[config.mk]
export PLATFORM = sky130hd
export DESIGN_NAME = mem_responder
export DESIGN_NICKNAME = d
export VERILOG_FILES = /design/src/rtl/mem_responder.sv
export SDC_FILE = /design/constraint.sdc
export NUM_CORES = 1
export LEC_CHECK = 0
export ABC_AREA = 0
export CORE_UTILIZATION = 43
export CTS_CLUSTER_SIZE = 30
export DETAILED_ROUTE_END_ITERATION = 7
export GPL_ROUTABILITY_DRIVEN = 0
export HOLD_SLACK_MARGIN = 0.03
export PLACE_DENSITY = 0.8
export SLEW_MARGIN = 20
export SYNTH_ARGS = -nofsm -noshare
export SYNTH_HDL_FRONTEND = slang
export SYNTH_SLANG_ARGS = --single-unit
export TNS_END_PERCENT = 30
[constraint.sdc]
create_clock -name CLK -period 5 [get_ports CLK]
set_input_delay 0.5 -clock CLK [delete_from_list [all_inputs] [get_ports CLK]]
set_output_delay 0.5 -clock CLK [all_outputs]
set_load 0.05 [all_outputs]
[src/rtl/mem_responder.sv]
// mem_responder: arbitrates imem/dmem requests onto a single-ported RAM and returns registered hits
module mem_responder #(
  parameter int ADDR_W     = 32,
  parameter int DATA_W     = 32,
  parameter int STARVE_MAX = 4,
  parameter int TIMEOUT    = 64
) (
  input  logic              CLK,
  input  logic              RST,
  input  logic              imemREN,
  input  logic [ADDR_W-1:0] imemaddr,
  input  logic              dmemREN,
  input  logic              dmemWEN,
  input  logic [ADDR_W-1:0] dmemaddr,
  input  logic [DATA_W-1:0] dmemstore,
  output logic              ihit,
  output logic [DATA_W-1:0] imemload,
  output logic              dhit,
  output logic [DATA_W-1:0] dmemload,
  output logic              ram_REN,
  output logic              ram_WEN,
  output logic [ADDR_W-1:0] ram_addr,
  output logic [DATA_W-1:0] ram_store,
  input  logic [DATA_W-1:0] ram_load,
  input  logic              ram_ready,
  output logic              proto_err
);
  typedef enum logic [1:0] {IDLE, DACC, IACC, RESP} state_t;
  localparam int SW = $clog2(STARVE_MAX + 1);
  localparam int TW = $clog2(TIMEOUT + 1);
  state_t state, next;
  logic [ADDR_W-1:0] addr_q;
  logic [DATA_W-1:0] data_q;
  logic wr_q;
  logic [SW-1:0] starve_cnt;
  logic [TW-1:0] wait_cnt;
  logic dreq, starved, grant_d, grant_i, acc, timeout;
  // Arbitration and next state: data wins unless a pending fetch has been starved long enough
  always_comb begin
    dreq    = dmemREN | dmemWEN;
    starved = imemREN && (starve_cnt == SW'(STARVE_MAX));
    grant_d = (state == IDLE) && dreq && !starved;
    grant_i = (state == IDLE) && !grant_d && imemREN;
    acc     = (state == DACC) || (state == IACC);
    timeout = acc && !ram_ready && (wait_cnt == TW'(TIMEOUT - 1));
    next    = grant_d ? DACC :
              grant_i ? IACC :
              (acc && ram_ready) ? RESP :
              (timeout || state == RESP) ? IDLE : state;
  end
  // State register; async reset drops the combinational strobes immediately
  always_ff @(posedge CLK or posedge RST)
    if (RST) state <= IDLE;
    else     state <= next;
  // Latched request, counters, hit pulses and load data
  always_ff @(posedge CLK or posedge RST) begin
    if (RST) begin
      addr_q     <= '0;
      data_q     <= '0;
      wr_q       <= 1'b0;
      starve_cnt <= '0;
      wait_cnt   <= '0;
      ihit       <= 1'b0;
      dhit       <= 1'b0;
      imemload   <= '0;
      dmemload   <= '0;
      proto_err  <= 1'b0;
    end else begin
      if (grant_d) begin
        addr_q     <= dmemaddr;
        data_q     <= dmemstore;
        wr_q       <= dmemWEN;
        starve_cnt <= !imemREN ? '0 : starved ? starve_cnt : starve_cnt + 1'b1;
      end else if (grant_i) begin
        addr_q     <= imemaddr;
        wr_q       <= 1'b0;
        starve_cnt <= '0;
      end
      wait_cnt  <= (acc && next == state) ? wait_cnt + 1'b1 : '0;
      ihit      <= (state == IACC) && ram_ready && imemREN;
      dhit      <= (state == DACC) && ram_ready && dreq;
      imemload  <= ((state == IACC) && ram_ready) ? ram_load : imemload;
      dmemload  <= ((state == DACC) && ram_ready && !wr_q) ? ram_load : dmemload;
      proto_err <= (grant_d && dmemREN && dmemWEN) || timeout;
    end
  end
  assign ram_REN   = (state == IACC) || ((state == DACC) && !wr_q);
  assign ram_WEN   = (state == DACC) && wr_q;
  assign ram_addr  = acc ? addr_q : '0;
  assign ram_store = ram_WEN ? data_q : '0;
endmodule

### Word-level counts from Yosys, hierarchy flattened

Cells that the tools add are included.

| storage, ports and cells | value |
|---|---|
| bits in registers | 144 |
| output and inout bits | 133 |
| word-level logic and storage cells | 65 |

| operators by class | value |
|---|---|
| add/sub/neg operators | 2 |
| equal/unequal tests | 7 |
| muxes and demuxes | 15 |
| bitwise gates (word level) | 1 |
| reductions and logical operators | 29 |

Operators by type and width:

| kind | number |
|---|---|
| $mux 32 | 4 |
| $logic_and 1x1->1 | 18 |
| $mux 3 | 4 |
| $mux 2 | 4 |
| $add 7x1->7 const B | 1 |
| $eq 7x6->1 const B | 1 |
| $mux 7 | 1 |
| $eq 2x2->1 const B | 2 |
| $logic_not 1->1 | 4 |
| $logic_or 1x1->1 | 4 |
| $add 3x1->3 const B | 1 |
| $eq 3x3->1 const B | 1 |
| $ne 3x3->1 const B | 1 |
| $eq 2x1->1 const B | 1 |
| $eq 2x2->1 | 1 |
| $logic_not 2->1 | 1 |
| $mux 1 | 2 |
| $reduce_and 2->1 | 1 |
| $reduce_bool 2->1 | 1 |
| $or 1x1->1 | 1 |

### Logic depth before layout (Yosys ltp)

Gate-level depths: netlist (run 1).

| depth | value |
|---|---|
| depth in word-level cells | 12 |
| depth in mapped cells | 8 |

### Worst setup path before layout (run 1)

No wires, ideal clock.

| timing | value |
|---|---|
| path kind | reg-to-output |
| start point | reg state[1] |
| end point | out ram_addr[31] |
| arrival time | 1665 ps |
| data required time | 4500 ps |
| setup slack | 2835 ps |
| cell stages (with the launch flop) | 6 |
| cell sequence | dfrtp_1 > inv_1 > ha_1 > clkbuf_1 > clkbuf_1 > and2_1 |

| between the ends | value |
|---|---|
| cells in the longest elaborated chain, start to end | 3 |

RTL lines:

| element | line | RTL |
|---|---|---|
| start: declaration | 31 | `state_t state, next;` |
| start signal: assignment | 54 | `else state <= next;` |
| $eq 2x1->1 / $eq 2x2->1 (equally long branches) | 44 | `acc = (state == DACC) \|\| (state == IACC);` |
| $logic_or 1x1->1 * | 44 |  |
| $mux 32 * | 89 | `assign ram_addr = acc ? addr_q : '0;` |
| end: declaration | 22 | `output logic [ADDR_W-1:0] ram_addr,` |

Every way passes the cells marked *; elsewhere a longest branch is shown, timed or not.

### Worst setup path in the final report (run 1)

| timing | value |
|---|---|
| start point | reg state[0] |
| end point | out ram_addr[0] |

The elaborated chain is that of the path after synthesis.

==> results of run 1 <==
[kinds of logic (layout without fill, tap and decap cells)]
family                     after synthesis  after routing  share of synthesized area
DFF                                    144            144                      0.551
and+or+nand+nor                        133            133                      0.111
muxes                                  128            128                      0.233
AOI/OAI and AO/OA                       50             50                     0.0513
buffers and inverters                   39            309                     0.0329
adders and majority gates                7              7                     0.0134
xor gates and xnor gates                 6              6                    0.00803
[final cells by class]
class	count	area, sq um	share of cell area
inverters	6	27.5	0.00277
clock buffers	19	433	0.0436
repair buffers	271	2710	0.273
clock inverters	13	185	0.0186
well taps	184	230	0.0232
multi-input cells	324	2740	0.276
flip-flops and latches	144	3600	0.363
[routing by layer]
layer	share of wire	vias up
met1	0.42	2380
li1	-	2284
met5	0	-
met4	0.015	0
met3	0.081	20
met2	0.49	223
[cell usage after synthesis, drive strengths merged, types with 3 or more instances]
library cell,instances
xnor2,4
dfrtp,144
nor4b,3
mux2,96
ha,7
nand3,6
and2,34
and3,33
o21ai,35
nand2,44
buf,18
mux2i,32
nor3,4
clkbuf,15
nor2,5
inv,6
[critical path: stages (launching register included)]
cell and delay, ns:
dfrtp_1 0.41, inv_1 0.15, ha_1 0.74, buf_4 0.34, and2_1 0.16, clkdlybuf4s50_1 0.81
[state kept, by name (all words and copies together) (netlist names)]
| signal | count |
|---|---|
| dhit | 1 |
| imemload | 32 |
| starve_cnt | 3 |
| wr_q | 1 |
| data_q | 32 |
| dmemload | 32 |
| proto_err | 1 |
| state | 2 |
| wait_cnt | 7 |
| ihit | 1 |
| addr_q | 32 |
[worst paths after layout]
path / from / to / slack [ns] / depth (start not counted)
hold / removal: addr_q[18] / addr_q[18] / 0.48 / 2
min in group asynchronous: RST / dmemload[22] / 0.62 / 2
hold reg to reg: addr_q[18] / addr_q[18] / 0.48 / 2
setup / recovery: state[0] / ram_addr[0] / 1.46 / 5
setup reg to reg: state[1] / dmemload[7] / 1.86 / 4
max in group asynchronous: RST / dmemload[3] / 3.16 / 3
[through the flow]
stage                     worst slack (ns)  utilization  cells  hold WS (ns)  area (sq um)
after CTS                             1.46        0.674    960         0.482          9910
after global routing                  1.33        0.676    961         0.498          9930
after global placement                2.02        0.632    928         0.458          9290
after floorplan                      0.634            -    507         0.447          6540
after detailed placement              1.89        0.632    928         0.468          9290
final                                 1.46        0.676    961         0.477          9930
[power by group through the flow]
stage	sequential, mW	clock, mW	combinational [mW]
floorplan	2.92	0	2.19
global placement	2.03	0	4.40
detailed placement	2.07	0	4.47
CTS	2.06	1.35	4.48
global route	2.13	1.40	4.66
finish	2.06	1.32	4.45
==> impl_metrics.tcl, run 1 <==
set metrics [dict create \
    finalWirelength_microns 16100 \
    finalSetupViolCount 0 \
    finalWorstPathRequiredPeriod_ns 3.54 \
    clock_root_buffer_master "clkbuf_16" \
    grt_use_total 0.213 \
    grt_first_pass_wirelength_microns 26300 \
    finalHoldViolations 0 \
    drtIter0Drc 315 \
    timing.max_cap.violations 0 \
    global_route.overflow_total 0 \
    top_level_ports 267 \
    grt_max_degree 95 \
    setup.worst_path.start_class "flip-flop" \
    antenna_violating_nets_post_route 0 \
    tritoncts.num_buffers 17 \
    post_drt_wl_per_cell_microns 16.8 \
    cts-htree-levels 4 \
    maxSlewViolCount 0 \
    flow.area_growth_from_synthesis_pct 51.8 \
    mostFrequentLayoutCells "clkdlybuf4s50_1, dfrtp_1, mux2_1" \
    yosys_most_used_dff "dfrtp_1" \
    die_x_extent_microns 125 \
    floorplan.rows 44 \
    fmax_ghz 0.282 \
    die_h_microns 125 \
    total_power_mw 7.83 \
    worst-endpoint-arrival_ns 3.04 \
    outcome "finished, violations left" \
    p_sw_frac 0.457 \
    net_switching_component_of_the_power_mw 3.58 \
    slew-limit-headroom 0.322 \
    worst_ep_required_time_ns 4.50 \
    start_util 0.445 \
    portBuffers 266 \
    ratio_of_cells_with_drive_above_1_in_the_final_layout 0.126 \
    post_cts_buffers 0 \
    power.share.sequential 0.263 \
    critical_path_class "flip-flop to output pin" \
    via_per_inst 5.11 \
    met2_track_usage_gr 0.361 \
    max-clock-path-buffers 2 \
    number_of_sinks_handled_by_clock_tree_synthesis 144 \
    post_synth_main_area_contributors "dfrtp_1, mux2_1, mux2_4, mux2i_1, mux2_2" \
    synth_fp_nets 648 \
    yosysWarningCount 0 \
    power.internal_mw 4.25 \
    top_usage_layer "met2" \
    peakVddDrop_mv 0.465 \
    final.period_utilization 0.708 \
    fin_nets 905 \
    count_of_flip_flops_with_a_built_in_enable_after_synthesis 0 \
    power_share_of_the_combinational_group 0.569 \
    power_density_mw_per_mm2 788 \
    synth.cell_area_sq_mm 0.00654 \
    power.leakage_nw 4.31 \
    async_reset_ff_frac 1.00 \
    failing_checks "DRC" \
    grtUsageMet1 0.260 \
    first_global_vias 5168 \
    skew_final_ns 0.0159 \
    clkSlewWorstSetupHoldPaths_ns 0.06 \
    antennaDiodeCount 0 \
    cts_tree "built" \
    critical_path.endpoint_type "output pin" \
    synth.ff_latch_count 144 \
    cts.repair.resized 0 \
    gr-usage-met3 0.0595 \
    final.setup.tns_ns 0 \
    synth_cells 507 \
    proportion_of_synthesized_chip_area_in_sequential_cells 0.551 \
    antenna_violations_before_repair 0 \
    remaining_drc_errors 22 \
    mostFrequentLayoutCell "clkdlybuf4s50_1" \
    drt-pass1-iter-count 7 \
    place_hpwl_microns 11600 \
    crit_path_max_fanout 27 \
    synth_area_per_cell_sq_um 12.9 \
    dr_total_vias 4907 \
    holdCritPathClass "flip-flop to flip-flop" \
    ys_types 39 \
    clock_latency_ns 0.41 \
    synthDominantCellAreaShare 0.551 \
    coreArea_sq_mm 0.0147 \
    setup_repair_after_global_routing_missed_its_margin "false" \
    yosysTopAreaCell "dfrtp_1" \
    p_clk_frac 0.169 \
    cts_hold_buffers 0 \
    fillerInstances 1050 \
    die_outline_area_sq_mm 0.0157 \
    tightestPinTransition_ns 1.02 \
]
Power figures use the tool's default switching activity.
==> run 2: changes to the inputs <==
CORE_UTILIZATION = 39   (was 43)
PLACE_DENSITY = 0.77   (was 0.8)
clock period = 3 ns   (was 5 ns; I/O delays follow)
==> impl_metrics.tcl, run 2 (synthesis results as in run 1) <==
set metrics [dict create \
    outcome "completed" \
    clkSlewWorstSetupHoldPaths_ns 0.06 \
    finalWorstPathRequiredPeriod_ns 2.79 \
    total_power_mw 12.7 \
    flow.area_growth_from_synthesis_pct 50.5 \
    fmax_ghz 0.358 \
    drtIter0Drc 237 \
    floorplan.rows 46 \
    setup_slack_ns 0.206 \
    ratio_of_cells_with_drive_above_1_in_the_final_layout 0.176 \
    mostFrequentLayoutCell "clkdlybuf4s50_1" \
    area_of_combinational_cells_with_multiple_inputs_sq_mm 0.00274 \
    mostFrequentLayoutCells "clkdlybuf4s50_1, dfrtp_1, mux2_1" \
    register_area_sq_mm 0.00360 \
    global_route.overflow_total 0 \
    path_delay_family "buffers and inverters" \
    crit_path_cell_trace "inv_1 > ha_1 > buf_4 > and3_1 > clkdlybuf4s50_1" \
    critical-path-slowest-cell "clkdlybuf4s50_1" \
    finalWirelength_microns 16700 \
    post_cts_buffers 0 \
    finalHoldViolations 0 \
    place_hpwl_microns 11900 \
    setup.worst_path.start_class "flip-flop" \
    holdCritPathClass "input pin to async pin" \
    drt-pass1-iter-count 4 \
    critPathBufInv 3 \
    portBuffers 266 \
    grt_use_total 0.197 \
    start_util 0.406 \
    first_global_vias 5155 \
    timing.critical_path.to "ram_store[21]" \
    worst_ep_required_time_ns 2.70 \
    cts_hold_buffers 0 \
    die_h_microns 132 \
    post_drt_wl_per_cell_microns 16.7 \
    r2r_start "state[1]" \
    tightestPinTransition_ns 0.913 \
    coreArea_sq_mm 0.0161 \
    power_density_mw_per_mm2 1290 \
    finalSetupViolCount 0 \
    fin_nets 907 \
    r2r_setup_slk_ns 0.51 \
    final.period_utilization 0.931 \
    number_of_sinks_handled_by_clock_tree_synthesis 144 \
    die_outline_area_sq_mm 0.0173 \
    power.leakage_nw 4.35 \
    skew_final_ns 0.0115 \
    via_per_inst 4.93 \
    cts.repair.resized 0 \
    grt_max_degree 145 \
    crit_path_max_fanout 36 \
    max-clock-path-buffers 2 \
    tritoncts.num_buffers 17 \
    cp.depth 5 \
    peakVddDrop_mv 0.677 \
    clock_latency_ns 0.41 \
    fillerInstances 1232 \
    setup_repair_after_global_routing_missed_its_margin "false" \
    antenna_violations_before_repair 0 \
    worst_path_largest_cell_delay_ns 0.85 \
    cts_tree "built" \
    maxSlewViolCount 0 \
    antennaDiodeCount 0 \
    setup.worst_path.start "state[1]" \
    critical_path.endpoint_type "output pin" \
    dr_total_vias 4905 \
    clock_root_buffer_master "clkbuf_16" \
    antenna_violating_nets_post_route 0 \
    final.setup.tns_ns 0 \
    slew-limit-headroom 0.392 \
    critical_path_class "flip-flop to output pin" \
    ff2ff_path_depth 5 \
    timing.rr.end "dmemload[31]" \
    top_level_ports 267 \
    cts-htree-levels 4 \
    timing.max_cap.violations 0 \
    worst-endpoint-arrival_ns 2.49 \
    remaining_drc_errors 0 \
    place_worst_setup_slack_ns 0.449 \
    grt_first_pass_wirelength_microns 26700 \
    die_x_extent_microns 132 \
]
==> run 2: worst min path at each step <==
stage / startpoint / end
after floorplan: ram_load[0] / dmemload[0]
after global placement: addr_q[3] / addr_q[3]
after detailed placement: addr_q[15] / addr_q[15]
after CTS: dmemstore[31] / data_q[31]
after global routing: dmemstore[31] / data_q[31]
final: RST / imemload[2]
==> run 2: where the power goes <==
group          switching (mW)  internal, mW
Sequential              0.534          2.88
Combinational            4.63          2.73
Clock                   0.819          1.14
==> run 2: area by class of cell <==
cell class | instances | area share
sequential | 144 | 0.366
multi-input combinational | 324 | 0.278
timing repair buffer | 273 | 0.270
clock buffer | 19 | 0.0440
tap | 216 | 0.0274
clock inverter | 13 | 0.0114
inverter | 6 | 0.00267
==> run 2: through the flow <==
step / utilization / hold slack, ns / cells / cell area (sq um)
after floorplan: - / 0.432 / 507 / 6550
after global placement: 0.577 / 0.459 / 963 / 9300
after detailed placement: 0.577 / 0.468 / 963 / 9300
after CTS: 0.611 / 0.478 / 995 / 9850
after global routing: 0.611 / 0.480 / 995 / 9850
final: 0.611 / 0.439 / 995 / 9850
==> run 2: worst reg2reg max path, cell delays in order (launching register included) <==
cell and delay (ns):
dfrtp_1 0.45, inv_1 0.11, ha_1 0.14, buf_4 0.29, nand3_2 0.75, mux2_1 0.62
==> run 2: metal layers <==
layer | vias up | global-route usage | routed length [microns]
met4 | 0 | 0.0736 | 256
met5 | - | 0 | 0
met3 | 18 | 0.0613 | 1230
li1 | 2283 | - | -
met1 | 2377 | 0.227 | 6860
met2 | 227 | 0.341 | 8310
